File: config.mk
export PLATFORM = sky130hd
export DESIGN_NAME = mem_arbiter
export DESIGN_NICKNAME = d
export VERILOG_FILES = /design/src/rtl/bascomp_mem_pkg.sv /design/src/rtl/mem_arbiter_rr_picker.sv /design/src/rtl/mem_arbiter.sv
export SDC_FILE = /design/constraint.sdc
export NUM_CORES = 1
export LEC_CHECK = 0
export ABC_AREA = 1
export BUFFER_PORTS_ARGS = -buffer_cell sky130_fd_sc_hd__buf_4
export CAP_MARGIN = 20
export CORE_MARGIN = 5
export CORE_UTILIZATION = 49
export CTS_BUF_LIST = sky130_fd_sc_hd__clkbuf_16
export DETAILED_ROUTE_END_ITERATION = 10
export GPL_TIMING_DRIVEN = 0
export PLACE_DENSITY = 0.95
export SLEW_MARGIN = 20
export SYNTH_ARGS = -nofsm -noshare
export SYNTH_HDL_FRONTEND = slang
export SYNTH_SLANG_ARGS = --single-unit
File: constraint.sdc
create_clock -name i_clk -period 3 [get_ports i_clk]
set_input_delay 0.3 -clock i_clk [delete_from_list [all_inputs] [get_ports i_clk]]
set_output_delay 0.3 -clock i_clk [all_outputs]
set_load 0.02 [all_outputs]
File: src/rtl/bascomp_mem_pkg.sv
// Shared definitions for the main-memory arbiter: memory geometry and the
// transaction state encoding used by mem_arbiter.
package bascomp_mem_pkg;

  localparam int ADDR_W = 12;
  localparam int DATA_W = 16;

  // One memory transaction walks IDLE -> ISSUE -> WAIT -> ACK -> IDLE.
  typedef enum logic [1:0] {
    IDLE  = 2'd0,
    ISSUE = 2'd1,
    WAIT  = 2'd2,
    ACK   = 2'd3
  } arb_state_t;

endpackage

File: src/rtl/mem_arbiter_rr_picker.sv
// Combinational winner selection for the memory arbiter. In round-robin mode
// the search starts at the pointer and wraps; in fixed mode index 0 always
// has the highest priority and the pointer is ignored.
module rr_picker #(
  parameter int NREQ    = 2,
  parameter int RR_MODE = 1,
  parameter int PTR_W   = 1
) (
  input  logic [NREQ-1:0]  i_req,
  input  logic [PTR_W-1:0] i_ptr,
  output logic [NREQ-1:0]  o_onehot,
  output logic [PTR_W-1:0] o_idx,
  output logic             o_valid
);

  // Walk priority distances from nearest to farthest and take the first
  // requester found; distance is measured from the pointer in RR mode.
  always_comb begin
    o_onehot = '0;
    o_idx    = '0;
    o_valid  = 1'b0;
    for (int k = 0; k < NREQ; k++) begin
      for (int b = 0; b < NREQ; b++) begin
        if (!o_valid && i_req[b] &&
            (((RR_MODE != 0) ? ((b - int'(i_ptr) + NREQ) % NREQ) : b) == k)) begin
          o_valid     = 1'b1;
          o_onehot[b] = 1'b1;
          o_idx       = PTR_W'(b);
        end
      end
    end
  end

endmodule

File: src/rtl/mem_arbiter.sv
// Arbiter sharing the single-port main memory between NREQ requesters.
// Each access is a four-cycle request/ack transaction that drives the
// memory pins and captures the registered 1-cycle read result.
module mem_arbiter
  import bascomp_mem_pkg::*;
#(
  parameter int NREQ    = 2,
  parameter int RR_MODE = 1,
  parameter int ADDR_W  = bascomp_mem_pkg::ADDR_W,
  parameter int DATA_W  = bascomp_mem_pkg::DATA_W
) (
  input  logic                   i_clk,
  input  logic                   i_reset,
  input  logic [NREQ-1:0]        i_req,
  input  logic [NREQ-1:0]        i_we,
  input  logic [NREQ*ADDR_W-1:0] i_addr,
  input  logic [NREQ*DATA_W-1:0] i_wdata,
  output logic [NREQ-1:0]        o_gnt,
  output logic [NREQ-1:0]        o_ack,
  output logic [DATA_W-1:0]      o_rdata,
  output logic                   o_busy,
  output logic [ADDR_W-1:0]      o_mem_adress,
  output logic                   o_mem_read,
  output logic                   o_mem_write,
  output logic [DATA_W-1:0]      o_mem_indata,
  input  logic [DATA_W-1:0]      i_mem_outdata
);

  localparam int PTR_W = (NREQ > 2) ? 2 : 1;

  arb_state_t         r_state, w_nextState;
  logic [NREQ-1:0]    r_gnt, w_nextGnt;
  logic [NREQ-1:0]    r_ack, w_nextAck;
  logic [DATA_W-1:0]  r_rdata, w_nextRdata;
  logic [ADDR_W-1:0]  r_adr, w_nextAdr;
  logic [DATA_W-1:0]  r_indata, w_nextIndata;
  logic               r_read, w_nextRead;
  logic               r_write, w_nextWrite;
  logic               r_isWrite, w_nextIsWrite;
  logic [PTR_W-1:0]   r_ptr, w_nextPtr;

  logic [NREQ-1:0]    w_pickOnehot;
  logic [PTR_W-1:0]   w_pickIdx;
  logic               w_pickValid;
  logic [ADDR_W-1:0]  w_selAddr;
  logic [DATA_W-1:0]  w_selWdata;
  logic               w_selWe;
  logic [PTR_W-1:0]   w_ptrInc;

  rr_picker #(
    .NREQ    (NREQ),
    .RR_MODE (RR_MODE),
    .PTR_W   (PTR_W)
  ) u_picker (
    .i_req    (i_req),
    .i_ptr    (r_ptr),
    .o_onehot (w_pickOnehot),
    .o_idx    (w_pickIdx),
    .o_valid  (w_pickValid)
  );

  assign w_selAddr  = i_addr[int'(w_pickIdx)*ADDR_W +: ADDR_W];
  assign w_selWdata = i_wdata[int'(w_pickIdx)*DATA_W +: DATA_W];
  assign w_selWe    = i_we[w_pickIdx];

  // Round-robin pointer moves to the requester just after the winner, wrapping.
  always_comb begin
    if (int'(w_pickIdx) == NREQ - 1) w_ptrInc = '0;
    else                             w_ptrInc = w_pickIdx + PTR_W'(1);
  end

  // Next-state and next-register logic; every register holds unless its
  // state says otherwise, so the request inputs only matter in IDLE.
  always_comb begin
    w_nextState   = r_state;
    w_nextGnt     = r_gnt;
    w_nextAck     = r_ack;
    w_nextRdata   = r_rdata;
    w_nextAdr     = r_adr;
    w_nextIndata  = r_indata;
    w_nextRead    = r_read;
    w_nextWrite   = r_write;
    w_nextIsWrite = r_isWrite;
    w_nextPtr     = r_ptr;
    unique case (r_state)
      IDLE: begin
        if (w_pickValid) begin
          w_nextGnt     = w_pickOnehot;
          w_nextAdr     = w_selAddr;
          w_nextIndata  = w_selWdata;
          w_nextRead    = ~w_selWe;
          w_nextWrite   = w_selWe;
          w_nextIsWrite = w_selWe;
          w_nextPtr     = w_ptrInc;
          w_nextState   = ISSUE;
        end else begin
          w_nextRead  = 1'b0;
          w_nextWrite = 1'b0;
        end
      end
      ISSUE: begin
        w_nextRead  = 1'b0;
        w_nextWrite = 1'b0;
        w_nextState = WAIT;
      end
      WAIT: begin
        if (!r_isWrite) w_nextRdata = i_mem_outdata;
        w_nextAck   = r_gnt;
        w_nextState = ACK;
      end
      ACK: begin
        w_nextAck   = '0;
        w_nextGnt   = '0;
        w_nextState = IDLE;
      end
    endcase
  end

  // State and datapath registers; reset aborts any transaction at once,
  // pulling the memory strobes low before the memory can act on them.
  always_ff @(posedge i_clk or posedge i_reset) begin
    if (i_reset) begin
      r_state   <= IDLE;
      r_gnt     <= '0;
      r_ack     <= '0;
      r_rdata   <= '0;
      r_adr     <= '0;
      r_indata  <= '0;
      r_read    <= 1'b0;
      r_write   <= 1'b0;
      r_isWrite <= 1'b0;
      r_ptr     <= '0;
    end else begin
      r_state   <= w_nextState;
      r_gnt     <= w_nextGnt;
      r_ack     <= w_nextAck;
      r_rdata   <= w_nextRdata;
      r_adr     <= w_nextAdr;
      r_indata  <= w_nextIndata;
      r_read    <= w_nextRead;
      r_write   <= w_nextWrite;
      r_isWrite <= w_nextIsWrite;
      r_ptr     <= w_nextPtr;
    end
  end

  assign o_gnt        = r_gnt;
  assign o_ack        = r_ack;
  assign o_rdata      = r_rdata;
  assign o_busy       = (r_state != IDLE);
  assign o_mem_adress = r_adr;
  assign o_mem_read   = r_read;
  assign o_mem_write  = r_write;
  assign o_mem_indata = r_indata;

endmodule
==> Flow_metrics.wiki <==
{| class="wikitable"
! Metric !! Value
|-
| Clock Root Buffer || sky130_fd_sc_hd__clkbuf_16
|-
| Synthesis warning total || 0
|-
| Synthesis-to-layout area growth || 47.56%
|-
| Worst setup EP type || output port
|-
| Most used standard cell by instance count after synthesis || sky130_fd_sc_hd__nand2_1
|-
| Ys async rst share || 100.0%
|-
| Placed standard-cell area || 3605 um^2
|-
| Outcome || completed
|-
| Worst slew margin || 67.94%
|-
| LEAKAGE || 2.138 nW
|-
| Number of antenna violations at the first check in global routing || 0
|-
| Initial core utilization || 49.98%
|-
| Overall die height || 81.95 um
|-
| Hold violation count in the final report || 0
|-
| Total overflow reported by the global router || 0
|-
| Unrepaired setup endpoints after global routing || no
|-
| Vias in the first global route || 2479
|-
| Count of cell types in the netlist || 18
|-
| I/O Buffers || 128
|-
| Max Freq || 595.1 MHz
|-
| PnR Total Power || 0.003830 W
|-
| Synth Cell Area || 2536 um^2
|-
| Final Skew || 0.004920 ns
|-
| Area of all placed cells without fillers || 3742 um^2
|-
| Tightest Hold Check Type || input pin to asynchronous set/reset pin
|-
| Category of the worst setup path launch point || flop
|-
| Worst Max-Slew Pin Slew || 0.4802 ns
|-
| Required time of the critical path || 2.70 ns
|-
| Share of cells above drive strength 1 || 39.23%
|-
| Max IR drop VDD || 549.3 uV
|-
| Synthesized area divided by synthesized cell count || 8.343 um^2
|-
| H-tree lvl count || 2
|-
| Total die area || 6715 um^2
|-
| Top-level I/O count || 129
|-
| Largest net degree at the start of global routing || 34
|-
| DRC errors left || 0
|-
| Number of pins with negative max-slew slack in the final report || 0
|-
| Routability cong. || 0.7895
|-
| Portion of the post-synthesis area used by sequential elements || 53.28%
|-
| Final Cycle Share || 56.01%
|-
| TritonCTS Sinks || 54
|-
| Per-cell via count in the routed design || 4.734
|-
| Starting DRC count in detailed routing || 122
|-
| Power Dens Cells || 1023 nW/um^2
|-
| Clk slew on worst S/H paths || 0.07 ns
|-
| Post-synth EDFFs || 0
|-
| Data arrival, critical path || 1.38 ns
|-
| Max cap viols || 0
|-
| CTS tree || yes
|-
| Hold slack final || 0.03719 ns
|-
| Cell type with the highest aggregate area in the netlist || sky130_fd_sc_hd__dfrtp_1
|-
| Final critical delay including setup and external delays || 1.680 ns
|-
| Maximum clock insertion buffer count || 2
|-
| Global-route wire length before repair || 10.99 mm
|-
| Global-route usage over all layers || 21.21%
|-
| Number of filler instances in the final layout || 399
|-
| Post_cts resized || 0
|-
| Number of buffers inserted during clock tree synthesis || 5
|-
| Top cells by area, synth || sky130_fd_sc_hd__dfrtp_1 53%, sky130_fd_sc_hd__nand2_1 27%, sky130_fd_sc_hd__mux2_2 7.1%, sky130_fd_sc_hd__ha_1 2.0%, sky130_fd_sc_hd__buf_4 1.5%
|-
| Most used flip-flop cell after synthesis || sky130_fd_sc_hd__dfrtp_1
|-
| Most frequent cells after synthesis || 182 x sky130_fd_sc_hd__nand2_1, 54 x sky130_fd_sc_hd__dfrtp_1, 16 x sky130_fd_sc_hd__mux2_2
|-
| Post-detailed-routing wire length || 6.993 mm
|-
| Standard-cell rows || 26
|-
| Flop and latch count out of synthesis || 54
|-
| Antenna Nets Post-Route || 0
|-
| Post-detailed-placement half-perimeter wirelength || 5.597 mm
|-
| Setup TNS after final layout || 0 ns
|-
| Clock latency reported for the late side of the worst-skew pair || 0.28 ns
|-
| Post-CTS Hold Buffers || 0
|-
| Mean routed wirelength per cell || 13.68 um
|-
| Routed via count || 2419
|-
| Width of the chip || 81.95 um
|-
| Post-CTS repair timing setup buffer count || 0
|-
| Highest fanout seen on the critical path || 7
|-
| Antenna diodes || 0
|-
| Setup-violating endpoint count in the final report || 0
|-
| First-pass detailed-route iteration total || 4
|-
| Synthesized net count || 386
|-
| Portion of synthesized cell area occupied by the leading cell type || 53.28%
|-
| Placeable core area || 5075 um^2
|-
| Crit Path Category || flop to output port
|-
| Synth Instances || 304
|-
| Post-layout nets || 522
|}
sequential cells by signal, summed over array words and instances (netlist names):
register,cells
o_mem_read,1
r_isWrite,1
o_mem_write,1
o_mem_indata,16
o_ack,2
o_rdata,16
r_state,2
o_mem_adress,12
o_gnt,2
r_ptr,1
placed cells by master, fill, tap and decap left out, drive strengths merged:
cell    count
inv        13
clkbuf      5
mux2       16
clkinv      2
or2         1
nand4       1
nor2        2
ha          4
buf       141
dfrtp      54
nand3       6
nand2     187
o21ai       7
a21oi       2
power by group:
part | total (W) | switching, W | internal, W
Clock | 0.000539 | 0.000237 | 0.000302
Sequential | 0.00128 | 0.000194 | 0.00108
Combinational | 0.00201 | 0.00113 | 0.000881
critical path, stage by stage (launching register included):
cell and delay [ns]:
sky130_fd_sc_hd__dfrtp_1 0.41, sky130_fd_sc_hd__inv_1 0.11, sky130_fd_sc_hd__ha_1 0.31, sky130_fd_sc_hd__inv_2 0.10
sky130_fd_sc_hd__buf_4 0.17
area by class of cell:
type / count / area, um^2 / share of cell area, %
Buffer: 12 / 91.34 / 2.441
Clock buffer: 5 / 125.1 / 3.343
Clock inverter: 3 / 12.51 / 0.3343
Inverter: 12 / 45.04 / 1.204
Multi-Input combinational cell: 226 / 1049 / 28.02
Sequential cell: 54 / 1351 / 36.11
Tap cell: 70 / 87.58 / 2.340
Timing Repair Buffer: 129 / 980.9 / 26.21
path summary, 6_finish.rpt:
| path | startpoint | endpoint | slack [ns] | depth (start not counted) |
|---|---|---|---|---|
| worst max-delay path | r_state[1]$_DFFE_PP0P_ | o_busy | 1.32 | 4 |
| worst max register to register | r_state[0]$_DFFE_PP0P_ | o_rdata[3]$_DFFE_PP0P_ | 1.42 | 5 |
| max in group asynchronous | i_reset | o_mem_indata[1]$_DFFE_PP0P_ | 2.42 | 3 |
| worst min register to register | o_mem_adress[8]$_DFFE_PP0P_ | o_mem_adress[8]$_DFFE_PP0P_ | 0.48 | 2 |
| min in group i_clk | i_mem_outdata[4] | o_rdata[4]$_DFFE_PP0P_ | 0.25 | 2 |
| worst min-delay path | i_reset | o_rdata[15]$_DFFE_PP0P_ | 0.04 | 2 |
logic make-up (layout without fill, tap and decap cells):
family,count (synthesis),in the layout,share of synthesized area [%]
compound gates,9,9,1.924
fa+ha+maj,4,4,1.973
buf+inv,24,161,5.378
flops,54,54,53.28
mux,16,16,7.104
simple gates,197,197,30.34
per-stage QoR:
step                      worst slack, ns  cells  util, %
final                               1.320    511    73.74
after CTS                           1.313    511    73.74
after global placement             0.7704    502    70.64
after global routing                1.233    511    73.74
after detailed placement            1.419    503    71.03
after floorplan                     1.385    304        -
metal layers:
layer  vias up  track usage, %  wire length [um]
li1       1196               -                 -
met1      1126           24.68              2641
met2        85           38.53              3700
met3        12           5.263               533
met4         0           5.814               118
met5         -               0                 0
No activity file was read; power rests on OpenSTA's default activity.
